**config.mk**
```make
export PLATFORM = sky130hd
export DESIGN_NAME = spi_reg_responder
export DESIGN_NICKNAME = d
export VERILOG_FILES = /design/src/rtl/spi_reg_pkg.sv /design/src/rtl/spi_sync_edge.sv /design/src/rtl/spi_reg_responder.sv
export SDC_FILE = /design/constraint.sdc
export NUM_CORES = 1
export LEC_CHECK = 0
export BUFFER_PORTS_ARGS = -buffer_cell sky130_fd_sc_hd__buf_2
export CAP_MARGIN = 20
export CORE_ASPECT_RATIO = 1.2
export CORE_UTILIZATION = 55
export DETAILED_ROUTE_END_ITERATION = 7
export PLACE_DENSITY_LB_ADDON = 0.08
export SLEW_MARGIN = 20
export SYNTH_ARGS = -nofsm -noshare
export SYNTH_HDL_FRONTEND = slang
export SYNTH_SLANG_ARGS = --single-unit
```
**constraint.sdc**
```tcl
create_clock -name clk_in -period 3.7 [get_ports clk_in]
set_input_delay 0 -clock clk_in [delete_from_list [all_inputs] [get_ports clk_in]]
set_output_delay 0 -clock clk_in [all_outputs]
set_load 0.02 [all_outputs]
```
**src/rtl/spi_reg_pkg.sv**
```systemverilog
// Shared constants and state encoding for the SPI register responder.
// Optional feature macro: SPI_SOFT_RESET_EN (soft reset via bit 5 of address 0x00).
package spi_reg_pkg;

    localparam int ADDR_W        = 5;
    localparam int DATA_W        = 8;
    localparam int NUM_REGS      = 32;
    localparam int NUM_RW_REGS   = 31;
    localparam logic [ADDR_W-1:0] ID_ADDR = 5'h1F;
    localparam int SOFT_RST_BIT  = 5;

    typedef enum logic [1:0] {
        ST_IDLE  = 2'd0,
        ST_INSTR = 2'd1,
        ST_DATA  = 2'd2,
        ST_DONE  = 2'd3
    } spi_state_t;

endpackage

```
**src/rtl/spi_sync_edge.sv**
```systemverilog
// Multi-flop synchronizer for one asynchronous input, with rise/fall detection
// on the synchronized level. Flops reset to the line's idle level so that the
// reset release does not look like an edge.
module spi_sync_edge
    import spi_reg_pkg::*;
#(
    parameter int   STAGES     = 2,
    parameter logic IDLE_LEVEL = 1'b0
) (
    input  logic clk,
    input  logic rst_n,
    input  logic din,
    output logic level,
    output logic rise,
    output logic fall
);

    logic [STAGES-1:0] chain;
    logic              prev;

    // Shift the raw input through the synchronizer chain and remember the last synchronized level.
    always_ff @(posedge clk or negedge rst_n) begin
        if (!rst_n) begin
            chain <= {STAGES{IDLE_LEVEL}};
            prev  <= IDLE_LEVEL;
        end else begin
            chain[0] <= din;
            for (int i = 1; i < STAGES; i++) begin
                chain[i] <= chain[i-1];
            end
            prev <= chain[STAGES-1];
        end
    end

    assign level = chain[STAGES-1];
    assign rise  = chain[STAGES-1] & ~prev;
    assign fall  = ~chain[STAGES-1] & prev;

endmodule

```
**src/rtl/spi_reg_responder.sv**
```systemverilog
// SPI mode-0 target exposing a 32 x 8 register file. Instruction byte is
// {R/W, N[1:0], A[4:0]} followed by N+1 data bytes at descending addresses.
// Address 0x1F is a read-only chip ID.
// Optional feature macro: SPI_SOFT_RESET_EN -- writing 1 to bit 5 of address
// 0x00 clears registers 0x00..0x1E one cycle after the write strobe.
module spi_reg_responder
    import spi_reg_pkg::*;
#(
    parameter int         SYNC_STAGES = 2,
    parameter logic [7:0] CHIP_ID     = 8'h0A
) (
    input  logic         clk_in,
    input  logic         rst_n_in,
    input  logic         spi_scs_in,
    input  logic         spi_sck_in,
    input  logic         spi_sdi_in,
    output logic         spi_sdo_out,
    output logic         spi_sdo_oe_out,
    output logic         wr_stb_out,
    output logic [4:0]   wr_addr_out,
    output logic [7:0]   wr_data_out,
    output logic [255:0] regs_out
);

    logic scs_sync, sck_sync_unused, sdi_sync;
    logic sck_rise, sck_fall;
    logic scs_rise_unused, scs_fall_unused, sdi_rise_unused, sdi_fall_unused;

    spi_sync_edge #(.STAGES(SYNC_STAGES), .IDLE_LEVEL(1'b1)) u_sync_scs (
        .clk   (clk_in),
        .rst_n (rst_n_in),
        .din   (spi_scs_in),
        .level (scs_sync),
        .rise  (scs_rise_unused),
        .fall  (scs_fall_unused)
    );

    spi_sync_edge #(.STAGES(SYNC_STAGES), .IDLE_LEVEL(1'b0)) u_sync_sck (
        .clk   (clk_in),
        .rst_n (rst_n_in),
        .din   (spi_sck_in),
        .level (sck_sync_unused),
        .rise  (sck_rise),
        .fall  (sck_fall)
    );

    spi_sync_edge #(.STAGES(SYNC_STAGES), .IDLE_LEVEL(1'b0)) u_sync_sdi (
        .clk   (clk_in),
        .rst_n (rst_n_in),
        .din   (spi_sdi_in),
        .level (sdi_sync),
        .rise  (sdi_rise_unused),
        .fall  (sdi_fall_unused)
    );

    spi_state_t                       state;
    logic [2:0]                       bit_cnt;
    logic [1:0]                       byte_cnt;
    logic [ADDR_W-1:0]                addr;
    logic                             is_read;
    logic [DATA_W-2:0]                rx_shift;
    logic [DATA_W-2:0]                tx_shift;
    logic [NUM_RW_REGS*DATA_W-1:0]    reg_file;
    logic [DATA_W-1:0]                rx_byte;
    logic [DATA_W-1:0]                rd_byte;
`ifdef SPI_SOFT_RESET_EN
    logic                             soft_clr;
`endif

    assign regs_out = {CHIP_ID, reg_file};
    assign rx_byte  = {rx_shift, sdi_sync};
    assign rd_byte  = regs_out[{addr, 3'b000} +: DATA_W];

    // Protocol engine: shifts instruction and data bits, commits writes, and drives read data.
    always_ff @(posedge clk_in or negedge rst_n_in) begin
        if (!rst_n_in) begin
            state          <= ST_IDLE;
            bit_cnt        <= '0;
            byte_cnt       <= '0;
            addr           <= '0;
            is_read        <= 1'b0;
            rx_shift       <= '0;
            tx_shift       <= '0;
            reg_file       <= '0;
            spi_sdo_out    <= 1'b0;
            spi_sdo_oe_out <= 1'b0;
            wr_stb_out     <= 1'b0;
            wr_addr_out    <= '0;
            wr_data_out    <= '0;
`ifdef SPI_SOFT_RESET_EN
            soft_clr       <= 1'b0;
`endif
        end else begin
            wr_stb_out <= 1'b0;
`ifdef SPI_SOFT_RESET_EN
            soft_clr <= 1'b0;
            if (soft_clr) begin
                reg_file <= '0;
            end
`endif
            if (scs_sync) begin
                state          <= ST_IDLE;
                bit_cnt        <= '0;
                spi_sdo_out    <= 1'b0;
                spi_sdo_oe_out <= 1'b0;
            end else begin
                case (state)
                    ST_IDLE: begin
                        state   <= ST_INSTR;
                        bit_cnt <= '0;
                    end
                    ST_INSTR: begin
                        if (sck_rise) begin
                            rx_shift <= rx_byte[DATA_W-2:0];
                            bit_cnt  <= bit_cnt + 3'd1;
                            if (bit_cnt == 3'd7) begin
                                is_read        <= rx_shift[6];
                                byte_cnt       <= rx_shift[5:4];
                                addr           <= {rx_shift[3:0], sdi_sync};
                                spi_sdo_oe_out <= rx_shift[6];
                                state          <= ST_DATA;
                            end
                        end
                    end
                    ST_DATA: begin
                        if (sck_rise) begin
                            rx_shift <= rx_byte[DATA_W-2:0];
                            bit_cnt  <= bit_cnt + 3'd1;
                            if (bit_cnt == 3'd7) begin
                                if (!is_read && addr != ID_ADDR) begin
                                    for (int i = 0; i < NUM_RW_REGS; i++) begin
                                        if (addr == ADDR_W'(i)) begin
                                            reg_file[8*i +: 8] <= rx_byte;
                                        end
                                    end
                                    wr_stb_out  <= 1'b1;
                                    wr_addr_out <= addr;
                                    wr_data_out <= rx_byte;
`ifdef SPI_SOFT_RESET_EN
                                    if (addr == '0 && rx_byte[SOFT_RST_BIT]) begin
                                        soft_clr <= 1'b1;
                                    end
`endif
                                end
                                addr <= addr - 5'd1;
                                if (byte_cnt == 2'd0) begin
                                    state          <= ST_DONE;
                                    spi_sdo_oe_out <= 1'b0;
                                    spi_sdo_out    <= 1'b0;
                                end else begin
                                    byte_cnt <= byte_cnt - 2'd1;
                                end
                            end
                        end else if (sck_fall && is_read) begin
                            if (bit_cnt == 3'd0) begin
                                spi_sdo_out <= rd_byte[7];
                                tx_shift    <= rd_byte[6:0];
                            end else begin
                                spi_sdo_out <= tx_shift[6];
                                tx_shift    <= {tx_shift[5:0], 1'b0};
                            end
                        end
                    end
                    default: begin
                        state <= ST_DONE;
                    end
                endcase
            end
        end
    end

endmodule

```
After elaboration in Yosys (flattened, before gate mapping) --
Cells that the tools add are included.
Storage, ports and cells: output and inout port bits 272, word-level logic and storage cells 197, register bits after elaboration 298
Cells by class: reductions and logical operators 54, shift operators 1, mux-type cells 39, add/subtract/negate cells 3, bitwise logic cells 6, equality and inequality tests 47
Operators by type and width (count):
- $shiftx 256x9->8 | 1
- $reduce_and 6->1 | 33
- $eq 5x5->1 const B | 15
- $eq 5x4->1 const B | 8
- $mux 2 | 11
- $eq 5x3->1 const B | 4
- $mux 5 | 4
- $mux 1 | 16
- $ne 3x2->1 const B | 5
- $reduce_and 4->1 | 3
- $eq 5x2->1 const B | 2
- $ne 2x2->1 const B | 5
- $pmux 5 s2 | 1
- $reduce_and 5->1 | 2
- $ne 3x1->1 const B | 3
- $reduce_bool 3->1 | 3
- $mux 7 | 1
- $reduce_and 7->1 | 1
- $mux 3 | 2
- $pmux 2 s3 | 1
- $pmux 3 s2 | 1
- $eq 5x1->1 const B | 1
- $logic_not 5->1 | 1
- $ne 5x5->1 const B | 1
- other kinds (18) | 25

Depth between registers and ports, before layout --
Gate-level depths: netlist of run 1.
word-level depth 7, gate-level depth with buffers 11, depth with buffers taken out 7

Cells and area by module --
From an unflattened synthesis of run 1, not the netlist that was laid out.
Second synthesis, totals: cells, all modules 999, area total of the unflattened synthesis 14043.5 sq um
By module, submodules not included:
- spi_reg_responder | area an instance 13769.5 sq um, cells an instance 984, times used 1
- spi_sync_edge (u_sync_sck ...) | area an instance 90.1 sq um, cells an instance 5, times used 2
- spi_sync_edge (u_sync_scs) | area an instance 93.8 sq um, cells an instance 5, times used 1

Worst setup path before layout of run 1 --
Ideal clock, no wire load.
path kind flip-flop to flip-flop, from reg addr[0], to reg reg_file[100], library setup time 0.125 ns, data required time 3.575 ns, stages on the path, launching flop included 12, path buffers 6, arrival 2.586 ns, period minus slack after synthesis 2.711 ns, slack 0.989 ns, cells stage by stage dfrtp_1 > buf_2 > buf_4 > buf_2 > buf_2 > inv_1 > ha_1 > clkbuf_1 > nor2b_1 > clkbuf_1 > nand2_1 > mux2_2
On the way: cells in the longest elaborated chain, start to end 3, elaborated cells between the ends (all ways) 4
RTL lines:
- start, declared | line spi_reg_responder.sv:59 | logic [ADDR_W-1:0] addr;
- start signal, assigned | line spi_reg_responder.sv:119 | addr <= {rx_shift[3:0], sdi_sync};
- start signal, assigned | line spi_reg_responder.sv:145 | addr <= addr - 5'd1;
- $ne 5x5->1 | line spi_reg_responder.sv:130 | if (!is_read && addr != ID_ADDR) begin
- $logic_and 1x1->1 | line spi_reg_responder.sv:130
- $reduce_and 6->1 (no source line) *
- end signal, assigned by index | line spi_reg_responder.sv:133 | reg_file[8*i +: 8] <= rx_byte;
- end, declared | line spi_reg_responder.sv:63 | logic [NUM_RW_REGS*DATA_W-1:0] reg_file;
Every way passes the cells marked *; elsewhere a longest branch is shown, timed or not. A chain may end at the register's enable or synchronous reset.

Final worst setup path of run 1 --
from reg state[0], to reg reg_file[193]
On the way: cells in the longest elaborated chain, start to end 2
RTL lines:
- start, declared | line spi_reg_responder.sv:56 | spi_state_t state;
- start signal, assigned | line spi_reg_responder.sv:77 | state <= ST_IDLE;
- start signal, assigned | line spi_reg_responder.sv:102 | state <= ST_IDLE;
- start signal, assigned | line spi_reg_responder.sv:109 | state <= ST_INSTR;
- $eq 2x2->1 | line spi_reg_responder.sv:107 | case (state)
- $reduce_and 6->1 (no source line)
Every way passes these cells.

==> flow_summary.json, run 1 <==
{
  "slew_viol_final": 0,
  "cts_tree": "yes",
  "grt_pass1_vias": 9686,
  "cts-root-buf": "clkbuf_16",
  "io_pins": 277,
  "fill_cells": 1901,
  "synth_area_leaders": "dfrtp_1 (53%), mux2_2 (22%), mux4_2 (6.7%), mux2i_1 (2.5%), clkbuf_1 (1.4%)",
  "max_cap_viol_count": 0,
  "p_int_uw": 5170,
  "die_y_um": 176,
  "cp.arrival_ns": 3.39,
  "layout.nets": 1260,
  "leakagePower_uw": 0.00868,
  "overflow": 0,
  "first_pass_iters": 7,
  "synthArstFlopShare_pct": 100,
  "ys_seq_area_share_pct": 53.8,
  "gp_congestion": 0.899,
  "fin_crit_ns": 2.95,
  "fin_setup_tns_ns": 0,
  "max_freq_ghz": 0.339,
  "syn-cell-area_um2": 13900,
  "die_x_um": 147,
  "worst_pin_slew_ns": 0.830,
  "detail-route-antenna-nets": 0,
  "antenna_found_initial": 0,
  "start_util_pct": 56.0,
  "cts_buffer_depth": 3,
  "postSynthCellCount": 987,
  "vias": 9585,
  "cts_inserted_buffers": 30,
  "critPathKind": "flip-flop to flip-flop",
  "cp_max_fo": 13,
  "dieArea_um2": 25800,
  "vias_per_cell": 6.04,
  "p_sw_uw": 1820,
  "slew_headroom_pct": 44.6,
  "dpl_cell_area_um2": 15500,
  "portBuffers": 268,
  "syn2layout_area_growth_pct": 18.9,
  "clock_latency_ns": 0.56,
  "drive_above_1_share_pct": 54.9,
  "final_area_um2": 16500,
  "finalCritPeriodShare_pct": 79.7,
  "p_per_area_nw_per_um2": 424,
  "drt_iter0_drc": 599,
  "required_ns": 4.14,
  "ir_drop_uv": 322,
  "holdWs_ns": 0.0878,
  "multi_input_area_um2": 6010,
  "synth_top_cell_by_area": "dfrtp_1",
  "synth_most_common_cell": "dfrtp_1",
  "clkTransAtPathRegs_ns": 0.07,
  "grt_max_degree": 105,
  "worstSetupEndpointType": "flip-flop",
  "status": "complete, no violations",
  "rsz0062_at_grt": "no",
  "core_area_um2": 24800,
  "grt_pass1_wl_um": 60700,
  "yosys_most_used_dff": "dfrtp_1",
  "startpoint_type": "flip-flop",
  "finClkSkew_ns": 0.0199,
  "p_sw_share_pct": 26.1,
  "cts.sinks": 298,
  "power.total_uw": 6990,
  "post-dp-hpwl_um": 27700,
  "yosys_warnings": 0,
  "regArea_um2": 7460,
  "synth-edff-count": 0,
  "yosys.cell_types.count": 58,
  "syn_avg_cell_area_um2": 14.0,
  "pwr-share-seq_pct": 48.1,
  "final_core_util_pct": 66.6,
  "wl_per_cell_um": 25.3,
  "grtUsageTotal_pct": 31.5,
  "synth_seq_cells": 298,
  "drcViolationCount": 0,
  "cts_max_level": 1,
  "setup_viol": 0,
  "hold_viol": 0,
  "fp-row-count": 63,
  "clkPwrFrac_pct": 42.4,
  "synth_top_cell_area_share_pct": 53.5,
  "hold_path_class": "input pin to flip-flop",
  "combPwrFrac_pct": 9.5,
  "diodes": 0,
  "drt_wl_total_um": 40200,
  "ys_top_cells_by_count": "dfrtp_1 (296), mux2_2 (272), clkbuf_1 (52)"
}
==> cell families after synthesis <==
group | share of synthesized area, %
AO/OA/AOI/OAI | 5.18
adder cells (fa/ha/maj) | 1.08
buffers and inverters | 2.96
flip-flops | 53.8
multiplexers | 31.4
other | 0.0542
AND/OR/NAND/NOR | 5.49
==> power groups by stage <==
stage | logic (uW) | clock network (uW) | registers, uW
2_1_floorplan | 344 | 0 | 3410
3_3_place_gp | 664 | 0 | 3420
3_5_place_dp | 669 | 0 | 3420
4_1_cts | 674 | 3010 | 3360
5_1_grt | 734 | 3130 | 3370
6_report | 666 | 2960 | 3360
==> flip-flops by register name, indices dropped and copies added, names as in the netlist, 2 cells and up <==
name,flops
addr,5
bit_cnt,3
byte_cnt,2
reg_file,248
rx_shift,7
state,2
tx_shift,7
u_sync_sck.chain,2
u_sync_scs.chain,2
u_sync_sdi.chain,2
wr_addr_out,5
wr_data_out,8
==> placed cells by master (no fill, tap or decap), types with 4 or more instances in the layout <==
master,instances
o22ai_1,4
nand3_1,5
buf_4,24
a21oi_1,22
mux4_2,41
dfrtp_1,294
nand2_2,12
clkbuf_16,31
nor2b_1,9
mux2_2,272
clkbuf_1,7
inv_1,14
nand3_2,15
a221oi_1,4
o31ai_1,9
conb_1,8
and3_1,8
a211oi_1,7
clkinv_2,5
nor3_1,4
clkbuf_8,7
nand2_1,34
o221ai_1,13
nand2b_1,5
dlygate4sd3_1,4
ha_1,12
o21ai_0,18
nor2_1,19
buf_2,267
mux2i_1,35
==> worst max-delay path: stages (launching register included) <==
cell and delay, ns:
dfrtp_1 0.41, inv_1 0.09, ha_1 0.44, nand2b_1 0.14, or3_1 0.51, nor3_4 0.53, nand3_2 0.34, mux2_2 0.38
==> what timing repair did <==
| item | CTS | global route |
|---|---|---|
| hold buffers | 4 | 0 |
| gates resized for setup | 0 | 0 |
| setup buffers | 0 | 0 |
| endpoints found under the hold margin | 102 | 0 |
==> final cells by class <==
cell class	count	area share [%]
clock buffer	45	5.45
clock inverter	6	0.334
inverter	15	0.342
multi-input combinational	601	36.4
sequential	298	45.3
tap	325	2.47
timing repair buffer	297	9.66
==> layer usage <==
layer	part of all wire (%)	vias to the layer above	track usage, %
li1	-	4145	-
met1	40	4976	40.9
met2	48	388	51.5
met3	7.4	76	7.66
met4	3.7	0	11.5
met5	0	-	0
==> worst paths after layout <==
kind                                          startpoint                            end  slack [ns]  cells past startpoint
setup / recovery                    state[0]$_DFFE_PN0P_      reg_file[193]$_DFFE_PN0P_        0.75                      7
hold / removal                                spi_sdi_in  u_sync_sdi.chain[0]$_DFF_PN0_        0.09                      2
setup reg to reg                    state[0]$_DFFE_PN0P_      reg_file[193]$_DFFE_PN0P_        0.75                      7
hold reg to reg            u_sync_sdi.chain[0]$_DFF_PN0_  u_sync_sdi.chain[1]$_DFF_PN0_        0.35                      0
max in group asynchronous                       rst_n_in       reg_file[72]$_DFFE_PN0P_        2.56                      3
min in group asynchronous                       rst_n_in      reg_file[234]$_DFFE_PN0P_        0.11                      2
==> metrics by stage <==
step | cells | setup WS (ns)
2_1_floorplan | 993 | 0.989
3_3_place_gp | 1532 | 0.822
3_5_place_dp | 1532 | 0.769
4_1_cts | 1587 | 0.771
5_1_grt | 1587 | 0.492
6_report | 1587 | 0.751
No activity file was read; power rests on OpenSTA's default activity.
==> run 2: changes to the inputs <==
==> constraint.sdc (replaced) <==
create_clock -name clk_in -period 3.1 [get_ports clk_in]
set_input_delay 0 -clock clk_in [delete_from_list [all_inputs] [get_ports clk_in]]
set_output_delay 0 -clock clk_in [all_outputs]
set_load 0.02 [all_outputs]
==> run 2 against run 1 <==
Effect of this change: hold slack got worse by 0.059 ns; flip-flop and latch count unchanged; critical endpoint is now reg_file[197]$_DFFE_PN0P_; count of clock-buffer cells in the layout decreased by 4; cell count increased by 0.82%; sequential share of layout area down 0.67 points.
==> flow_summary.json, run 2 (synthesized netlist as in run 1, its figures left out) <==
{
  "die_y_um": 176,
  "grtUsageTotal_pct": 31.5,
  "finalCritPeriodShare_pct": 91.7,
  "r2r_slack_ns": 0.26,
  "diodes": 0,
  "worstReg2RegEnd": "reg_file[197]$_DFFE_PN0P_",
  "post-dp-hpwl_um": 28500,
  "dieArea_um2": 25800,
  "cts_setup_buffers": 0,
  "die_x_um": 147,
  "max_cap_viol_count": 0,
  "clock_latency_ns": 0.56,
  "p_sw_share_pct": 25.3,
  "cp-endpoint": "reg_file[197]$_DFFE_PN0P_",
  "clkPwrFrac_pct": 45.0,
  "cts.sinks": 298,
  "grt_max_degree": 93,
  "cts_buffer_depth": 3,
  "io_pins": 277,
  "startpoint": "bit_cnt[0]$_DFFE_PN0P_",
  "fill_cells": 1884,
  "required_ns": 3.54,
  "cts_inserted_buffers": 31,
  "cp_max_fo": 8,
  "r2r.worst_path.cells": 7,
  "regArea_um2": 7460,
  "worstSetupEndpointType": "flip-flop",
  "combPwrFrac_pct": 8.2,
  "worst_pin_slew_ns": 0.966,
  "gp_congestion": 0.915,
  "first_pass_iters": 4,
  "slew_viol_final": 0,
  "p_per_area_nw_per_um2": 523,
  "drt_wl_total_um": 40100,
  "top_register": "reg_file",
  "layout_commonest_cell": "dfrtp_1",
  "antenna_found_initial": 0,
  "wl_per_cell_um": 25.1,
  "p_sw_uw": 2220,
  "core_area_um2": 24800,
  "finClkSkew_ns": 0.0193,
  "setup_viol": 0,
  "slowest_stage": "or3_1",
  "hold_path_class": "input pin to async pin",
  "vias_per_cell": 6.03,
  "cts-root-buf": "clkbuf_16",
  "reg_top3": "reg_file (248), wr_data_out (8)",
  "layout_common_cells": "dfrtp_1 (294), mux2_2 (272), buf_2 (267), mux4_2 (41), mux2i_1 (35)",
  "fp-row-count": 63,
  "fin_crit_ns": 2.84,
  "max_freq_ghz": 0.352,
  "portBuffers": 268,
  "overflow": 0,
  "startpoint_type": "flip-flop",
  "cts_tree": "yes",
  "clkTransAtPathRegs_ns": 0.06,
  "reg2reg_from": "bit_cnt[0]$_DFFE_PN0P_",
  "cp.arrival_ns": 3.28,
  "path_common_cell": "ha_1",
  "grt_pass1_wl_um": 60600,
  "slew_headroom_pct": 35.6,
  "leakagePower_uw": 0.00880,
  "pwr-share-seq_pct": 46.8,
  "grt_pass1_vias": 9740,
  "rsz0062_at_grt": "no",
  "start_util_pct": 56.0,
  "hold_viol": 0,
  "layout.nets": 1271,
  "cts_max_level": 1,
  "p_int_uw": 6540,
  "fin_setup_tns_ns": 0,
  "critPathMaxStageDelay_ns": 0.58,
  "crit_chain": "ha_1 -> ha_1 -> nand3b_1 -> or3_1 -> nor3_4 -> nand3_2 -> mux2_2",
  "detail-route-antenna-nets": 0,
  "drt_iter0_drc": 647,
  "largest_reg_flops": 248,
  "syn2layout_area_growth_pct": 20.7,
  "ir_drop_uv": 387,
  "postCtsHoldBufs": 4,
  "drive_above_1_share_pct": 55.8,
  "holdWs_ns": 0.0290,
  "critPathKind": "flip-flop to flip-flop",
  "vias": 9643,
  "multi_input_area_um2": 6010,
  "status": "complete, no violations",
  "drcViolationCount": 0,
  "cts-resized-gates": 0
}
==> run 2: cell count changes in the layout (fill, tap and decap cells not counted) <==
cell / before / now
buf_4: 24 / 31
clkbuf_8: 7 / 8
clkbuf_1: 7 / 2
buf_12: 1 / 4
clkinvlp_4: 0 / 2
bufinv_16: 1 / 5
clkinv_2: 5 / 6
==> run 2: layout make-up <==
cell class / count / share of cell area, %
clock inverters: 13 / 1.17
repair buffers: 307 / 10.2
clock buffers: 41 / 5.34
multi-input cells: 601 / 35.9
inverters: 15 / 0.337
flip-flops and latches: 298 / 44.6
well taps: 325 / 2.43
==> run 2: critical path: cells and delay by family (launching register included) <==
kind	cells	cell delay, ns
adders and majority gates	2	0.32
DFF	1	0.39
and+or+nand+nor	4	1.61
muxes	1	0.38
==> run 2: power by group through the flow <==
stage                     sequential, uW  clock (uW)  combinational [uW]
after floorplan                     4070           0                 411
after global placement              4170           0                 710
after detailed placement            4170           0                 717
after CTS                           4100        4000                 726
after global routing                4120        4140                 788
final                               4100        3940                 718
==> run 2: per-stage QoR <==
| step | cell area, um2 | total power [uW] | setup slack, ns | cells | util, % |
|---|---|---|---|---|---|
| floorplan | 13900 | 4480 | 0.389 | 993 | - |
| global placement | 15600 | 4880 | 0.412 | 1542 | 63.0 |
| detailed placement | 15600 | 4890 | 0.336 | 1542 | 63.0 |
| CTS | 16700 | 8830 | 0.319 | 1600 | 67.6 |
| global route | 16700 | 9050 | 0.157 | 1600 | 67.6 |
| finish | 16700 | 8760 | 0.257 | 1600 | 67.6 |
==> run 2: how the worst min path moves through the flow <==
| stage | end | slack [ns] | cells past startpoint |
|---|---|---|---|
| floorplan | addr[0]$_DFFE_PN0P_ | -0.30 | 0 |
| global placement | wr_data_out[7]$_DFFE_PN0P_ | 0.03 | 1 |
| detailed placement | wr_data_out[7]$_DFFE_PN0P_ | 0.03 | 1 |
| CTS | wr_data_out[7]$_DFFE_PN0P_ | 0.06 | 2 |
| global route | wr_addr_out[1]$_DFFE_PN0P_ | 0.09 | 2 |
| finish | wr_addr_out[1]$_DFFE_PN0P_ | 0.03 | 2 |
==> run 2: metal layers <==
metal,global-route usage (%),share of wire [%]
met4,11.5,3.5
met5,0,0
met2,52.8,50
met3,6.23,6.6
met1,40.8,40
==> run 3: changes to the inputs <==
--- a/config.mk
+++ b/config.mk
@@ -8,10 +8,10 @@
 export BUFFER_PORTS_ARGS = -buffer_cell sky130_fd_sc_hd__buf_2
 export CAP_MARGIN = 20
 export CORE_ASPECT_RATIO = 1.2
-export CORE_UTILIZATION = 55
+export CORE_UTILIZATION = 50
 export DETAILED_ROUTE_END_ITERATION = 7
 export PLACE_DENSITY_LB_ADDON = 0.08
-export SLEW_MARGIN = 20
+export SLEW_MARGIN = 40
 export SYNTH_ARGS = -nofsm -noshare
 export SYNTH_HDL_FRONTEND = slang
 export SYNTH_SLANG_ARGS = --single-unit
==> constraint.sdc (replaced) <==
create_clock -name clk_in -period 2.49 [get_ports clk_in]
set_input_delay 0 -clock clk_in [delete_from_list [all_inputs] [get_ports clk_in]]
set_output_delay 0 -clock clk_in [all_outputs]
set_load 0.02 [all_outputs]
==> run 3 against run 2 <==
Effect of this change: wire length is 3.8% higher; utilization shrank 4.3 points; critical path type unchanged; power is 28% higher; first-iteration DRC count down 10%; sequential power increased by 24%; clock skew grew 0.0015 ns; global-route usage shrank 1.6 points; critical path depth is 1 higher; combinational power up 33%; cell count increased by 2.9%; highest routed layer unchanged.
==> flow_summary.json, run 3 (synthesized netlist as in run 1, its figures left out) <==
{
  "cp.arrival_ns": 2.77,
  "critPathMaxStageDelay_ns": 0.42,
  "reg_top3": "reg_file (248), wr_data_out (8)",
  "setup_slack_ns": 0.112,
  "critPathKind": "flip-flop to flip-flop",
  "vias_per_cell": 5.87,
  "dr_wl_met2_um": 20700,
  "clock_latency_ns": 0.52,
  "drt_wl_total_um": 41600,
  "cts_inserted_buffers": 34,
  "fp-row-count": 66,
  "fin_crit_ns": 2.38,
  "layout_commonest_cell": "dfrtp_1",
  "dieArea_um2": 28400,
  "io_pins": 277,
  "grt_max_degree": 87,
  "startpoint_type": "flip-flop",
  "fill_cells": 2144,
  "core_area_um2": 27200,
  "detail-route-antenna-nets": 0,
  "antenna_found_initial": 0,
  "syn2layout_area_growth_pct": 24.1,
  "routed-wl-met3_um": 2300,
  "wl_per_cell_um": 25.3,
  "cts_max_level": 2,
  "cts_tree": "yes",
  "fin_setup_tns_ns": 0,
  "cts.sinks": 298,
  "path_common_cell": "ha_1",
  "cts_buffer_depth": 3,
  "first_pass_iters": 7,
  "leakagePower_uw": 0.00900,
  "pre_cts_slack_ns": -0.0436,
  "grtUsageTotal_pct": 29.9,
  "rsz0062_at_grt": "yes",
  "diodes": 0,
  "top_register": "reg_file",
  "die_x_um": 154,
  "setup_viol": 0,
  "grt_pass1_vias": 9745,
  "grt_pass1_wl_um": 62700,
  "largest_reg_flops": 248,
  "crit_chain": "ha_1 -> ha_1 -> nand3b_1 -> or3_4 -> nor3b_2 -> buf_4 -> nand3_2 -> mux2_2",
  "gp_congestion": 0.897,
  "max_freq_ghz": 0.421,
  "hold_viol": 0,
  "drcViolationCount": 0,
  "finClkSkew_ns": 0.0208,
  "drt-met1-wl_um": 17400,
  "ir_drop_uv": 475,
  "worstSetupEndpointType": "flip-flop",
  "highest_layer": "met4",
  "slew_headroom_pct": 49.9,
  "clkTransAtPathRegs_ns": 0.06,
  "power.total_uw": 11200,
  "post-dp-hpwl_um": 29500,
  "worst_pin_slew_ns": 0.752,
  "drive_above_1_share_pct": 56.9,
  "holdWs_ns": 0.0542,
  "die_y_um": 184,
  "required_ns": 2.88,
  "p_per_area_nw_per_um2": 650,
  "vias": 9660,
  "status": "complete, no violations",
  "portBuffers": 268,
  "cts-root-buf": "clkbuf_16",
  "drt_iter0_drc": 582,
  "layout.nets": 1298,
  "max_cap_viol_count": 0,
  "layout_common_cells": "dfrtp_1 (294), mux2_2 (272), buf_2 (267), buf_4 (47), mux4_2 (41)",
  "overflow": 0,
  "cp_max_fo": 8,
  "finalCritPeriodShare_pct": 95.5,
  "slowest_stage": "or3_4",
  "slew_viol_final": 0,
  "start_util_pct": 51.0,
  "hold_path_class": "input pin to async pin"
}
-- run 3: worst paths after layout --
kind | slack [ns] | cells after the start | to | startpoint
max reg2reg | 0.11 | 8 | reg_file[169]$_DFFE_PN0P_ | bit_cnt[1]$_DFFE_PN0P_
min reg2reg | 0.36 | 0 | u_sync_sck.chain[1]$_DFF_PN0_ | u_sync_sck.chain[0]$_DFF_PN0_
min | 0.05 | 2 | wr_stb_out$_DFF_PN0_ | rst_n_in
max | 0.11 | 8 | reg_file[169]$_DFFE_PN0P_ | bit_cnt[1]$_DFFE_PN0P_
min in group clk_in | 0.13 | 2 | u_sync_sdi.chain[0]$_DFF_PN0_ | spi_sdi_in
max in group asynchronous | 1.53 | 3 | reg_file[24]$_DFFE_PN0P_ | rst_n_in
-- run 3: cell type report --
cell class,instances,area [um2],share of cell area [%]
inverters,15,56.3,0.327
clock inverters,15,194,1.13
repair buffers,331,1980,11.5
multi-input cells,601,6120,35.6
clock buffers,47,950,5.52
well taps,340,425,2.47
flip-flops and latches,298,7460,43.4
-- run 3: layer usage --
metal,up-vias,GRT usage (%)
met5,-,0
li1,4218,-
met2,316,49.2
met4,0,10.1
met1,5048,40.1
met3,78,5.45
-- run 3: timing repair --
item,4_1_cts,5_1_grt
gates resized for setup,3,15
gates cloned,0,0
setup buffers,0,0
setup endpoints to repair,51,197
hold buffers,4,0
endpoints found under the hold margin,84,0
-- run 3: through the flow --
| stage | instance area, um2 | std cells | util, % |
|---|---|---|---|
| final | 17200 | 1647 | 63.3 |
| after global routing | 17200 | 1647 | 63.3 |
| after CTS | 17100 | 1647 | 62.9 |
| after detailed placement | 15900 | 1581 | 58.5 |
| after global placement | 15900 | 1581 | 58.5 |
| after floorplan | 13900 | 993 | - |
-- run 3: critical path, delay by kind of cell, from the launching register on --
kind,cells,cell delay (ns)
buffers and inverters,1,0.19
adders and majority gates,2,0.31
muxes,1,0.37
DFF,1,0.37
and+or+nand+nor,4,1.02
-- run 3: power breakdown --
part	switching [uW]	total (uW)	internal [uW]
sequential	191	5100	4910
clock	2020	5120	3100
combinational	707	955	248
total	2920	11200	8260
